<file path="config.mk">
export PLATFORM = sky130hd
export DESIGN_NAME = radarpim_stream_axi_writer
export DESIGN_NICKNAME = d
export VERILOG_FILES = /design/src/rtl/radarpim_stream_axi_writer.sv
export SDC_FILE = /design/constraint.sdc
export NUM_CORES = 1
export LEC_CHECK = 0
export CAP_MARGIN = 30
export CORE_ASPECT_RATIO = 1.25
export CORE_MARGIN = 2
export CORE_UTILIZATION = 44
export CTS_CLUSTER_SIZE = 16
export DETAILED_ROUTE_END_ITERATION = 12
export PLACE_DENSITY = 0.82
export SLEW_MARGIN = 20
export SYNTH_ARGS = -nofsm -noshare
export SYNTH_HDL_FRONTEND = slang
export SYNTH_SLANG_ARGS = --single-unit
</file>
<file path="constraint.sdc">
create_clock -name clk -period 4.95 [get_ports clk]
set_clock_uncertainty 0.1 [all_clocks]
set_input_delay 0.7425 -clock clk [delete_from_list [all_inputs] [get_ports clk]]
set_output_delay 0.7425 -clock clk [all_outputs]
set_load 0.1 [all_outputs]
</file>
<file path="src/rtl/radarpim_stream_axi_writer.sv">
// Stream-to-AXI write burster: packs a valid/ready sample stream into INCR bursts at
// consecutive SRAM addresses, one burst in flight, never crossing a 4 KB page.

module radarpim_stream_axi_writer #(
   parameter int unsigned BW_ADDR      = 32,
   parameter int unsigned BW_DATA      = 32,
   parameter int unsigned BW_AXI_TID   = 4,
   parameter int unsigned BW_NUM_WORDS = 16,
   parameter int unsigned MAX_BURST    = 16,
   parameter int unsigned AXI_ID       = 0
) (
   input  logic                    clk,
   input  logic                    rstnn,
   input  logic                    start,
   input  logic [BW_ADDR-1:0]      base_addr,
   input  logic [BW_NUM_WORDS-1:0] num_words,
   output logic                    busy,
   output logic                    done,
   output logic                    error,
   input  logic [BW_DATA-1:0]      s_data,
   input  logic                    s_valid,
   output logic                    s_ready,
   output logic [BW_AXI_TID-1:0]   txawid,
   output logic [BW_ADDR-1:0]      txawaddr,
   output logic [3:0]              txawlen,
   output logic [2:0]              txawsize,
   output logic [1:0]              txawburst,
   output logic                    txawvalid,
   input  logic                    txawready,
   output logic [BW_AXI_TID-1:0]   txwid,
   output logic [BW_DATA-1:0]      txwdata,
   output logic [3:0]              txwstrb,
   output logic                    txwlast,
   output logic                    txwvalid,
   input  logic                    txwready,
   input  logic [BW_AXI_TID-1:0]   txbid,
   input  logic [1:0]              txbresp,
   input  logic                    txbvalid,
   output logic                    txbready
);

   typedef enum logic [2:0] {StIdle, StCalc, StAw, StW, StB, StFin} state_e;

   state_e                  state_q;
   logic [BW_ADDR-1:0]      addr_q;
   logic [BW_NUM_WORDS-1:0] remaining_q;
   logic [3:0]              beat_q;
   logic [10:0]             room_words;
   logic [4:0]              burst_len;
   logic [4:0]              beat_len;
   logic                    in_w;
   logic                    unused_bid;

   // Words left before the next 4 KB page; addr_q is always word aligned.
   assign room_words = 11'h400 - {1'b0, addr_q[11:2]};

   always_comb begin
      if (32'(remaining_q) < MAX_BURST) burst_len = 5'(remaining_q);
      else                              burst_len = 5'(MAX_BURST);
      if (room_words < 11'(burst_len))  burst_len = room_words[4:0];
   end

   assign beat_len   = {1'b0, txawlen} + 5'd1;
   assign in_w       = (state_q == StW);
   assign s_ready    = in_w & txwready;
   assign txwvalid   = in_w & s_valid;
   assign txwdata    = in_w ? s_data : '0;
   assign txwlast    = in_w & (beat_q == txawlen);
   assign txawaddr   = addr_q;
   assign txawid     = BW_AXI_TID'(AXI_ID);
   assign txwid      = BW_AXI_TID'(AXI_ID);
   assign txawsize   = 3'b010;
   assign txawburst  = 2'b01;
   assign txwstrb    = 4'hF;
   assign unused_bid = ^txbid;

   always_ff @(posedge clk or negedge rstnn) begin
      if (!rstnn) begin
         state_q     <= StIdle;
         addr_q      <= '0;
         remaining_q <= '0;
         beat_q      <= '0;
         txawlen     <= '0;
         txawvalid   <= 1'b0;
         txbready    <= 1'b0;
         busy        <= 1'b0;
         done        <= 1'b0;
         error       <= 1'b0;
      end else begin
         case (state_q)
            StIdle: begin
               if (start) begin
                  addr_q      <= {base_addr[BW_ADDR-1:2], 2'b00};
                  remaining_q <= num_words;
                  error       <= 1'b0;
                  busy        <= 1'b1;
                  state_q     <= StCalc;
               end
            end
            StCalc: begin
               if (remaining_q == '0) begin
                  done    <= 1'b1;
                  state_q <= StFin;
               end else begin
                  txawlen   <= 4'(burst_len - 5'd1);
                  txawvalid <= 1'b1;
                  state_q   <= StAw;
               end
            end
            StAw: begin
               if (txawready) begin
                  txawvalid <= 1'b0;
                  beat_q    <= '0;
                  state_q   <= StW;
               end
            end
            StW: begin
               if (s_valid && txwready) begin
                  beat_q <= beat_q + 4'd1;
                  if (beat_q == txawlen) begin
                     txbready <= 1'b1;
                     state_q  <= StB;
                  end
               end
            end
            StB: begin
               if (txbvalid) begin
                  txbready    <= 1'b0;
                  error       <= error | (txbresp != 2'b00);
                  addr_q      <= addr_q + BW_ADDR'({beat_len, 2'b00});
                  remaining_q <= remaining_q - BW_NUM_WORDS'(beat_len);
                  state_q     <= StCalc;
               end
            end
            StFin: begin
               // busy stays up through the done cycle and falls with it
               done    <= 1'b0;
               busy    <= 1'b0;
               state_q <= StIdle;
            end
            default: state_q <= StIdle;
         endcase
      end
   end

endmodule

</file>
# Yosys cells after proc, flatten, opt, wreduce, memory -nomap -nowiden

Index checks and enable logic that the tools add are counted.

Add/sub/neg operators: 6
$lt $le $gt $ge: 2
Equal/unequal tests: 13
Multiplexer cells: 33
Bitwise gates (word level): 5
Reductions and logical operators: 18

Operators with widths:

| operator                 | count |
|---|---|
| $mux W32                 | 3 |
| $pmux W32 S2             | 1 |
| $add A32 B7 Y32          | 1 |
| $mux W16                 | 2 |
| $pmux W16 S2             | 1 |
| $mux W3                  | 6 |
| $logic_not A16 Y1        | 1 |
| $lt A16 B5 Y1 const B    | 1 |
| $sub A16 B5 Y16          | 1 |
| $pmux W3 S5              | 1 |
| $reduce_bool A2 Y1       | 7 |
| $mux W4                  | 3 |
| $lt A11 B5 Y1            | 1 |
| $sub A11 B10 Y11 const A | 1 |
| $ne A2 B2 Y1 const B     | 5 |
| $pmux W1 S2              | 5 |
| $mux W1                  | 9 |
| $reduce_and A3 Y1        | 3 |
| $pmux W4 S2              | 1 |
| $eq A3 B2 Y1 const B     | 2 |
| $eq A3 B3 Y1 const B     | 2 |
| $reduce_and A2 Y1        | 3 |
| $add A4 B1 Y5 const B    | 1 |
| $mux W5                  | 1 |
| other kinds (12)         | 15 |

Register bits: 64
Input port bits: 93
Output and inout bits: 93
Logic and storage cells: 87

# Longest topological paths before layout

Gate-level depths: netlist of the first run.

Depth in word-level cells: 5
Gate-level depth with buffers: 14
Depth with buffers taken out: 13

# Worst setup path before layout of the first run

No wires, ideal clock.

Path kind: register -> register
Start: register remaining_q[9]
End: register txawlen[2]
Setup time: 125 ps
Data arrival time: 3612 ps
Data required time: 4725 ps
Path slack: 1113 ps
Stages on the path, launching flop included: 14
Buffers on the path: 1
Clock period less this slack: 3837 ps
Cells stage by stage: dfrtp_1 -> or4_4 -> nor4_4 -> nand2_1 -> ha_1 -> a2111oi_0 -> a21oi_2 -> or4_1 -> buf_6 -> nor2_1 -> a31oi_1 -> ha_1 -> xnor2_1 -> o21ai_2

Word-level cells in the longest chain between the ends: 5
Elaborated cells on any way between the ends: 8

Ends and longest elaborated chain:

| element                | line | source |
|---|---|---|
| start, declared        | 46   | `logic [BW_NUM_WORDS-1:0] remaining_q;` |
| start signal, assigned | 94   | `remaining_q <= num_words;` |
| start signal, assigned | 131  | `remaining_q <= remaining_q - BW_NUM_WORDS'(beat_len);` |
| $lt A16 B5 Y1          | 58   | `if (32'(remaining_q) < MAX_BURST) burst_len = 5'(remaining_q);` |
| $mux W5                | 58   |  |
| $lt A11 B5 Y1          | 60   | `if (room_words < 11'(burst_len)) burst_len = room_words[4:0];` |
| $mux W4                | 60   |  |
| $sub A4 B1 Y4          | 105  | `txawlen <= 4'(burst_len - 5'd1);` |
| end signal, assigned   | 105  |  |
| end, declared          | 25   | `output logic [3:0] txawlen,` |

Several ways; a longest one is shown, not always the timed one.
A chain may end at the register's enable or synchronous reset.

# Worst setup path after layout of the first run

Ends and elaborated chain as after synthesis.

==> impl_metrics.env, run 1 <==
export IMPL_cp_required_ps=5050
export IMPL_gp_congestion=0.893
export IMPL_synthDistinctLibCells=57
export IMPL_fp_row_count=41
export IMPL_cp_start_kind="flip-flop"
export IMPL_cap_viol_max_count=0
export IMPL_grt_pass1_vias=4786
export IMPL_cts_hold_fix_buffers=0
export IMPL_critPathTopFamily="simple AND/OR/NAND/NOR gates"
export IMPL_grt_pass1_wl_um=24200
export IMPL_worst_slew_pin_slew_ps=1040
export IMPL_rr_startpoint="remaining_q[9]"
export IMPL_hp_start="txawvalid"
export IMPL_worstSetupEndpointType="flip-flop"
export IMPL_syn_area_sq_um=4540
export IMPL_finish_net_count=827
export IMPL_clock_latency_ps=330
export IMPL_ys_warn_count=0
export IMPL_min_path_cells=2
export IMPL_drc=0
export IMPL_period_needed_ps=4150
export IMPL_num_antenna_cells=0
export IMPL_rsz0062_at_grt="no"
export IMPL_coreArea_sq_um=10100
export IMPL_fin_tns_setup_ps=0
export IMPL_synth_seq_cells=62
export IMPL_wl_per_cell_um=17.7
export IMPL_fillers=884
export IMPL_slew_violations=0
export IMPL_r2r_setup_slack_ps=800
export IMPL_grt_max_degree=63
export IMPL_worst_path_buf_inv=1
export IMPL_io_buffers=160
export IMPL_drt_pass1_iter_count=7
export IMPL_cts_sinks=62
export IMPL_hold_path_class="flip-flop to flip-flop"
export IMPL_antenna_left=0
export IMPL_grt_ovfl_total=0
export IMPL_synth_cells=566
export IMPL_drive_gt1_share_pct=9.61
export IMPL_r2r_cells=13
export IMPL_path_clk_slew_ps=60
export IMPL_max_stage_delay_ps=600
export IMPL_start_util_pct=45.2
export IMPL_max_clock_path_buffers=2
export IMPL_critical_path_max_fanout=10
export IMPL_cts_inserted_buffers=9
export IMPL_reg2reg_to="txawlen[2]"
export IMPL_io_pins=186
export IMPL_cp_startpoint="remaining_q[9]"
export IMPL_dieWidth_um=94.9
export IMPL_synth_edf_count=0
export IMPL_crit_path_cell_trace="or4_4, nor4_4, buf_4, nand2_1, ha_1, a2111oi_0, a21oi_2, or4_1, nor2_1, a31oi_1, ha_1, xnor2_1, o21ai_2"
export IMPL_postCtsSetupBuffers=0
export IMPL_yosysSeqAreaShare_pct=34.2
export IMPL_drtIter0Drc=329
export IMPL_vias_per_cell=5.79
export IMPL_area_growth_pct=41.3
export IMPL_slew_headroom_pct=30.6
export IMPL_crit_arrival_ps=4250
export IMPL_finalHoldViolCount=0
export IMPL_wl_um=15000
export IMPL_vias=4907
export IMPL_cts_tree="built"
export IMPL_status="finished, final reports clean"
export IMPL_synthArstFlopShare_pct=100
export IMPL_setup_viol=0
export IMPL_die_y_um=118
export IMPL_hold_end="txawvalid"
export IMPL_grt_usage_pct=27.0
export IMPL_htreeDepth=3
export IMPL_critPathSlowestCell="or4_1"
export IMPL_cts_root_buf="clkbuf_16"
export IMPL_antenna_found_initial=0
export IMPL_synth_flop_cell="dfrtp_1"
export IMPL_avgSynthCellArea_sq_um=8.02
export IMPL_hold_slack_ps=385
export IMPL_ctsResizeCount=0
export IMPL_path_class="flip-flop to flip-flop"
export IMPL_cpMostUsedCell="ha_1"
export IMPL_hpwlAfterDp_um=10900
export IMPL_die_area_sq_um=11200
export IMPL_period_share_pct=83.9
export IMPL_max_freq_mhz=241
[placed cells by master, fill, tap and decap left out, drive strengths merged, types with 6 or more instances in the layout]
cell,Yosys,routed
or3,7,7
o22ai,14,14
clkdlybuf4s50,0,125
buf,22,44
nor3,16,16
a31oi,9,9
and3,13,13
nand2,54,54
inv,22,22
a311oi,6,6
xnor2,14,14
o21ai,37,37
and2,35,35
clkbuf,27,12
nand4,7,7
conb,2,19
ha,18,18
a211oi,13,13
nor2,64,64
a21oi,41,41
nand3,15,15
dfrtp,62,62
[tightest hold or removal path: stages, from the launching register on]
cell and delay [ps]:
dfrtp_1 340, nand2_1 50, nand2_1 60
[worst max path at each step]
stage                     cells after the start          to  slack, ps
after floorplan                              13  txawlen[2]       1110
after global placement                       13  txawlen[2]       1070
after detailed placement                     13  txawlen[2]        840
after CTS                                    13  txawlen[2]        820
after global routing                         13  txawlen[2]        500
final                                        13  txawlen[2]        800
[synthesized netlist by cell type, types with 5 or more instances]
master    number  share of area [%]
nand2_1       54                4.5
nor3_1        16                1.8
buf_4         19                3.1
a211oi_1      13                2.1
a311oi_1       6                1.2
a31oi_1        9                1.2
o32ai_1        5               0.96
clkbuf_1      27                2.2
a21o_1         5               0.83
nand4_1        7               0.96
nor2_1        64                5.3
o21ai_0       36                4.0
o22a_1         5               0.96
ha_1          18                5.0
xnor2_1       14                2.7
and2_1        35                4.8
or3_1          7               0.96
inv_1         22                1.8
a21oi_1       40                4.4
dfrtp_1       62                 34
and3_1        13                1.8
nand3_1       15                1.7
o21a_1         5               0.83
o22ai_1       14                1.9
[registers in the layout, summed over array words and instances, names as in the netlist, 3 cells and up]
signal       cells
beat_q           4
remaining_q     16
txawlen          4
state_q          3
txawaddr        30
[layout make-up]
type                            count  area, sq um  area share (%)
Clock buffer                       12          267            4.15
Clock inverter                      3         42.5           0.663
Inverter                           22         82.6            1.29
Multi-Input combinational cell    450         2710            42.3
Sequential cell                    62         1550            24.2
Tap cell                          129          161            2.52
Timing Repair Buffer              169         1600            24.9
[per-layer routing]
metal	routed length [um]	GRT usage, %
met3	941	3.33
met4	483	11.1
met1	6180	36.8
met2	7350	43.3
met5	0	0
[through the flow]
step	std cells	instance area, sq um	util (%)	setup slack, ps
after floorplan	583	4610	-	1110
after global placement	830	6070	60.4	1070
after detailed placement	831	6100	60.7	844
after CTS	846	6410	63.8	819
after global routing	847	6420	63.8	495
final	847	6420	63.8	799
[kinds of logic (layout without fill, tap and decap cells)]
logic type / count (synthesis) / in the layout / synth area share (%)
compound gates: 158 / 158 / 22.1
simple gates: 229 / 229 / 25.0
fa+ha+maj: 20 / 20 / 5.84
mux: 6 / 6 / 1.63
flops: 62 / 62 / 34.2
buf+inv: 71 / 206 / 7.60
xor+xnor: 18 / 18 / 3.47
other cells: 2 / 19 / 0.165
Power of run 1 is not shown: default switching activity piles up to over one toggle a cycle in this logic, so the estimate is an artifact.
==> inputs of run 2 (changes only) <==
==> constraint.sdc (replaced) <==
create_clock -name clk -period 4.15 [get_ports clk]
set_clock_uncertainty 0.1 [all_clocks]
set_input_delay 0.6225 -clock clk [delete_from_list [all_inputs] [get_ports clk]]
set_output_delay 0.6225 -clock clk [all_outputs]
set_load 0.1 [all_outputs]
==> run 2 against run 1 <==
Via count about the same. Sequential share of layout area down 0.089 points. Critical path depth unchanged. Sequential cell count unchanged. Wire length up 1.2%. Worst hold slack worse by 340 ps. Cell area up 0.37%. Worst setup slack worse by 550 ps.
==> impl_metrics.env, run 2 (same netlist as run 1, synthesis figures left out) <==
export IMPL_path_class="flip-flop to flip-flop"
export IMPL_antenna_found_initial=0
export IMPL_area_growth_pct=41.8
export IMPL_r2r_cells=13
export IMPL_grt_ovfl_total=0
export IMPL_grt_usage_pct=27.1
export IMPL_cp_startpoint="remaining_q[9]"
export IMPL_grt_pass1_wl_um=24000
export IMPL_crit_path_cell_trace="or4_4, nor4_4, buf_4, nand2_1, ha_1, a2111oi_2, a21oi_2, or4_1, nor2_1, a31oi_1, ha_1, xnor2_1, o21ai_2"
export IMPL_vias_per_cell=5.78
export IMPL_slew_violations=0
export IMPL_fin_cells=848
export IMPL_critical_path_max_fanout=9
export IMPL_grt_max_degree=41
export IMPL_io_pins=186
export IMPL_io_buffers=160
export IMPL_cap_viol_max_count=0
export IMPL_cts_inserted_buffers=9
export IMPL_status="finished, final reports clean"
export IMPL_cts_sinks=62
export IMPL_cts_hold_fix_buffers=0
export IMPL_crit_arrival_ps=4010
export IMPL_grt_pass1_vias=4814
export IMPL_gp_congestion=0.918
export IMPL_drt_pass1_iter_count=4
export IMPL_die_area_sq_um=11200
export IMPL_setup_viol=0
export IMPL_fillers=863
export IMPL_fin_tns_setup_ps=0
export IMPL_wl_per_cell_um=17.8
export IMPL_cpMostUsedCell="ha_1"
export IMPL_rsz0062_at_grt="no"
export IMPL_final_common_cell="clkdlybuf4s50_1"
export IMPL_hpwlAfterDp_um=11200
export IMPL_cts_tree="built"
export IMPL_grtUsageMet1_pct=35.3
export IMPL_gr_usage_met2_pct=45.4
export IMPL_finish_net_count=828
export IMPL_vias=4905
export IMPL_num_antenna_cells=0
export IMPL_top_usage_layer="met2"
export IMPL_drive_gt1_share_pct=10.0
export IMPL_hold_path_class="input pin to async pin"
export IMPL_cp_start_kind="flip-flop"
export IMPL_met3_usage_pct=3.33
export IMPL_largest_reg_flops=30
export IMPL_cp_required_ps=4260
export IMPL_path_clk_slew_ps=50
export IMPL_htreeDepth=3
export IMPL_clock_latency_ps=330
export IMPL_layout_setup_ws_ps=251
export IMPL_critPathSlowestCell="or4_4"
export IMPL_hold_slack_ps=45.5
export IMPL_wl_um=15100
export IMPL_drc=0
export IMPL_period_share_pct=94.0
export IMPL_max_stage_delay_ps=570
export IMPL_cts_root_buf="clkbuf_16"
export IMPL_max_freq_mhz=256
export IMPL_finalHoldViolCount=0
export IMPL_cp_depth=13
export IMPL_drtIter0Drc=295
export IMPL_max_clock_path_buffers=2
export IMPL_dieWidth_um=94.9
export IMPL_rr_startpoint="remaining_q[9]"
export IMPL_fp_row_count=41
export IMPL_slew_headroom_pct=28.7
export IMPL_antenna_left=0
export IMPL_ctsResizeCount=0
export IMPL_final_cell_mix="clkdlybuf4s50_1 (124), nor2_1 (64), dfrtp_1 (62), nand2_1 (54), buf_4 (43)"
export IMPL_post_place_cells=831
export IMPL_worstSetupEndpointType="flip-flop"
export IMPL_die_y_um=118
export IMPL_pre_cts_slack_ps=111
export IMPL_critPathTopFamily="simple AND/OR/NAND/NOR gates"
export IMPL_period_needed_ps=3900
export IMPL_worst_path_buf_inv=1
export IMPL_postCtsSetupBuffers=0
export IMPL_worst_slew_pin_slew_ps=1070
export IMPL_coreArea_sq_um=10100
export IMPL_start_util_pct=45.2
[run 2: worst reg2reg max path: stages, from the launching register on]
cell	delay [ps]
dfrtp_1	430
or4_4	570
nor4_4	330
buf_4	220
nand2_1	70
ha_1	230
a2111oi_2	440
a21oi_2	90
or4_1	560
nor2_1	160
a31oi_1	70
ha_1	240
xnor2_1	200
o21ai_2	70
[run 2: worst paths after layout]
kind                             endpoint  slack [ps]
max                            txawlen[2]         250
min                        remaining_q[1]          50
max reg2reg                    txawlen[2]         250
min reg2reg                     txawvalid         380
max in group asynchronous    txawaddr[16]        3300
min in group clk                txawvalid         380
[run 2: metal layers]
metal	part of all wire, %	wire length (um)	vias up
met5	0	0	-
met4	2.9	442	0
met3	6.0	913	36
met2	50	7630	207
met1	41	6140	2384
li1	-	-	2278
[run 2: final cells by class]
cell class	instances	area, sq um	share of cell area [%]
multi-input cells	450	2720	42.2
repair buffers	170	1620	25.1
flip-flops and latches	62	1550	24.1
clock buffers	12	267	4.14
well taps	129	161	2.51
inverters	22	82.6	1.28
clock inverters	3	42.5	0.660
[run 2: through the flow]
step	instance area [sq um]	util (%)
5_1_grt	6440	64.1
2_1_floorplan	4610	-
3_3_place_gp	6070	60.4
4_1_cts	6410	63.7
3_5_place_dp	6100	60.7
6_report	6440	64.1
Power of run 2 is left out for the same reason.
==> inputs of run 3 (changes only) <==
--- a/config.mk
+++ b/config.mk
@@ -8,10 +8,10 @@
 export CAP_MARGIN = 30
 export CORE_ASPECT_RATIO = 1.25
 export CORE_MARGIN = 2
-export CORE_UTILIZATION = 44
+export CORE_UTILIZATION = 47
 export CTS_CLUSTER_SIZE = 16
 export DETAILED_ROUTE_END_ITERATION = 12
-export PLACE_DENSITY = 0.82
+export PLACE_DENSITY = 0.87
 export SLEW_MARGIN = 20
 export SYNTH_ARGS = -nofsm -noshare
 export SYNTH_HDL_FRONTEND = slang
==> constraint.sdc (replaced) <==
create_clock -name clk -period 5 [get_ports clk]
set_clock_uncertainty 0.1 [all_clocks]
set_input_delay 0.75 -clock clk [delete_from_list [all_inputs] [get_ports clk]]
set_output_delay 0.75 -clock clk [all_outputs]
set_load 0.1 [all_outputs]
==> run 3 against run 2 <==
Critical path depth decreased by 1. Cell area decreased by 0.56%. Worst hold slack improved by 340 ps. First-iteration DRC count increased by 22%. Global-route usage increased by 0.87 points. Wire length decreased by 3.0%. Sequential share of layout area increased by 0.14 points. Clock-buffer cell count increased by 1. Via count about the same. Non-clock buffer count decreased by 3. Register-to-register slack improved by 480 ps. Critical path type unchanged.
==> impl_metrics.env, run 3 (same netlist as run 1, synthesis figures left out) <==
export IMPL_finalHoldViolCount=0
export IMPL_status="finished, final reports clean"
export IMPL_die_y_um=114
export IMPL_setup_viol=0
export IMPL_die_area_sq_um=10500
export IMPL_max_clock_path_buffers=2
export IMPL_crit_path_cell_trace="or4_4, nor4_4, nand2_1, ha_1, a2111oi_0, a21oi_2, or4_1, nor2_1, a31oi_1, ha_1, xnor2_1, o21ai_2"
export IMPL_fp_row_count=40
export IMPL_grt_usage_pct=27.9
export IMPL_num_antenna_cells=0
export IMPL_hpwlAfterDp_um=10600
export IMPL_worst_slew_pin_slew_ps=1040
export IMPL_drc=0
export IMPL_drtIter0Drc=361
export IMPL_gp_congestion=0.927
export IMPL_htreeDepth=3
export IMPL_io_buffers=160
export IMPL_finish_net_count=825
export IMPL_ctsResizeCount=0
export IMPL_critPathTopFamily="simple AND/OR/NAND/NOR gates"
export IMPL_final_common_cell="clkdlybuf4s50_1"
export IMPL_worstSetupEndpointType="flip-flop"
export IMPL_grt_ovfl_total=0
export IMPL_max_stage_delay_ps=580
export IMPL_r2r_cells=12
export IMPL_cts_root_buf="clkbuf_16"
export IMPL_fin_tns_setup_ps=0
export IMPL_worst_path_buf_inv=0
export IMPL_rsz0062_at_grt="no"
export IMPL_max_freq_mhz=234
export IMPL_cts_inserted_buffers=9
export IMPL_min_path_cells=2
export IMPL_dieWidth_um=91.9
export IMPL_area_growth_pct=41.0
export IMPL_postCtsSetupBuffers=0
export IMPL_cts_tree="built"
export IMPL_slew_violations=0
export IMPL_grt_pass1_wl_um=23300
export IMPL_vias_per_cell=5.82
export IMPL_slew_headroom_pct=30.3
export IMPL_largest_reg_flops=30
export IMPL_period_needed_ps=4260
export IMPL_wl_per_cell_um=17.4
export IMPL_grt_max_degree=63
export IMPL_cp_depth=12
export IMPL_drt_pass1_iter_count=5
export IMPL_final_cell_mix="clkdlybuf4s50_1 (125), nor2_1 (64), dfrtp_1 (62), nand2_1 (54), buf_4 (41)"
export IMPL_hold_path_class="flip-flop to flip-flop"
export IMPL_antenna_found_initial=0
export IMPL_path_clk_slew_ps=50
export IMPL_cts_hold_fix_buffers=0
export IMPL_antenna_left=0
export IMPL_fin_util_pct=67.4
export IMPL_drive_gt1_share_pct=9.34
export IMPL_grt_pass1_vias=4779
export IMPL_wl_um=14700
export IMPL_cts_sinks=62
export IMPL_start_util_pct=47.8
export IMPL_path_class="flip-flop to flip-flop"
export IMPL_cp_required_ps=5110
export IMPL_cp_start_kind="flip-flop"
export IMPL_cap_viol_max_count=0
export IMPL_cpMostUsedCell="ha_1"
export IMPL_critical_path_max_fanout=10
export IMPL_vias=4908
export IMPL_period_share_pct=85.3
export IMPL_critPathSlowestCell="nor4_4"
export IMPL_io_pins=186
export IMPL_clock_latency_ps=330
export IMPL_coreArea_sq_um=9510
export IMPL_crit_arrival_ps=4370
-- run 3: path summary, 6_finish.rpt --
check                          startpoint             end  slack, ps
setup reg to reg           remaining_q[8]      txawlen[2]        740
setup / recovery           remaining_q[8]      txawlen[2]        740
hold reg to reg                 txawvalid       txawvalid        380
max in group asynchronous           rstnn    txawaddr[20]       3770
min in group asynchronous           rstnn  remaining_q[1]        480
hold / removal                  txawvalid       txawvalid        380
-- run 3: final cells by class --
class / instances / area, sq um
clock inverters: 3 / 65.1
flip-flops and latches: 62 / 1550
inverters: 22 / 82.6
multi-input cells: 450 / 2710
well taps: 126 / 158
repair buffers: 167 / 1560
clock buffers: 13 / 270
fillers: 763 / 3100
-- run 3: routing by layer --
layer  GRT usage [%]  vias to the layer above  share of wire [%]
met4            12.8                        0                3.5
li1                -                     2287                  -
met2            46.2                      248                 50
met3            4.69                       41                6.9
met5               0                        -                  0
met1            35.9                     2332                 40
-- run 3: through the flow --
step | worst slack, ps | area [sq um] | hold slack, ps | instances
2_1_floorplan | 1160 | 4610 | 354 | 583
3_3_place_gp | 922 | 6060 | 364 | 826
3_5_place_dp | 790 | 6060 | 378 | 826
4_1_cts | 741 | 6400 | 391 | 842
5_1_grt | 399 | 6400 | 426 | 843
6_report | 735 | 6400 | 385 | 843
-- run 3: worst min-delay path: cells and delay by family, from the launching register on --
| family | cells | cell delay [ps] |
|---|---|---|
| and+or+nand+nor | 2 | 110 |
| DFF | 1 | 340 |
Power of run 3 is left out for the same reason.
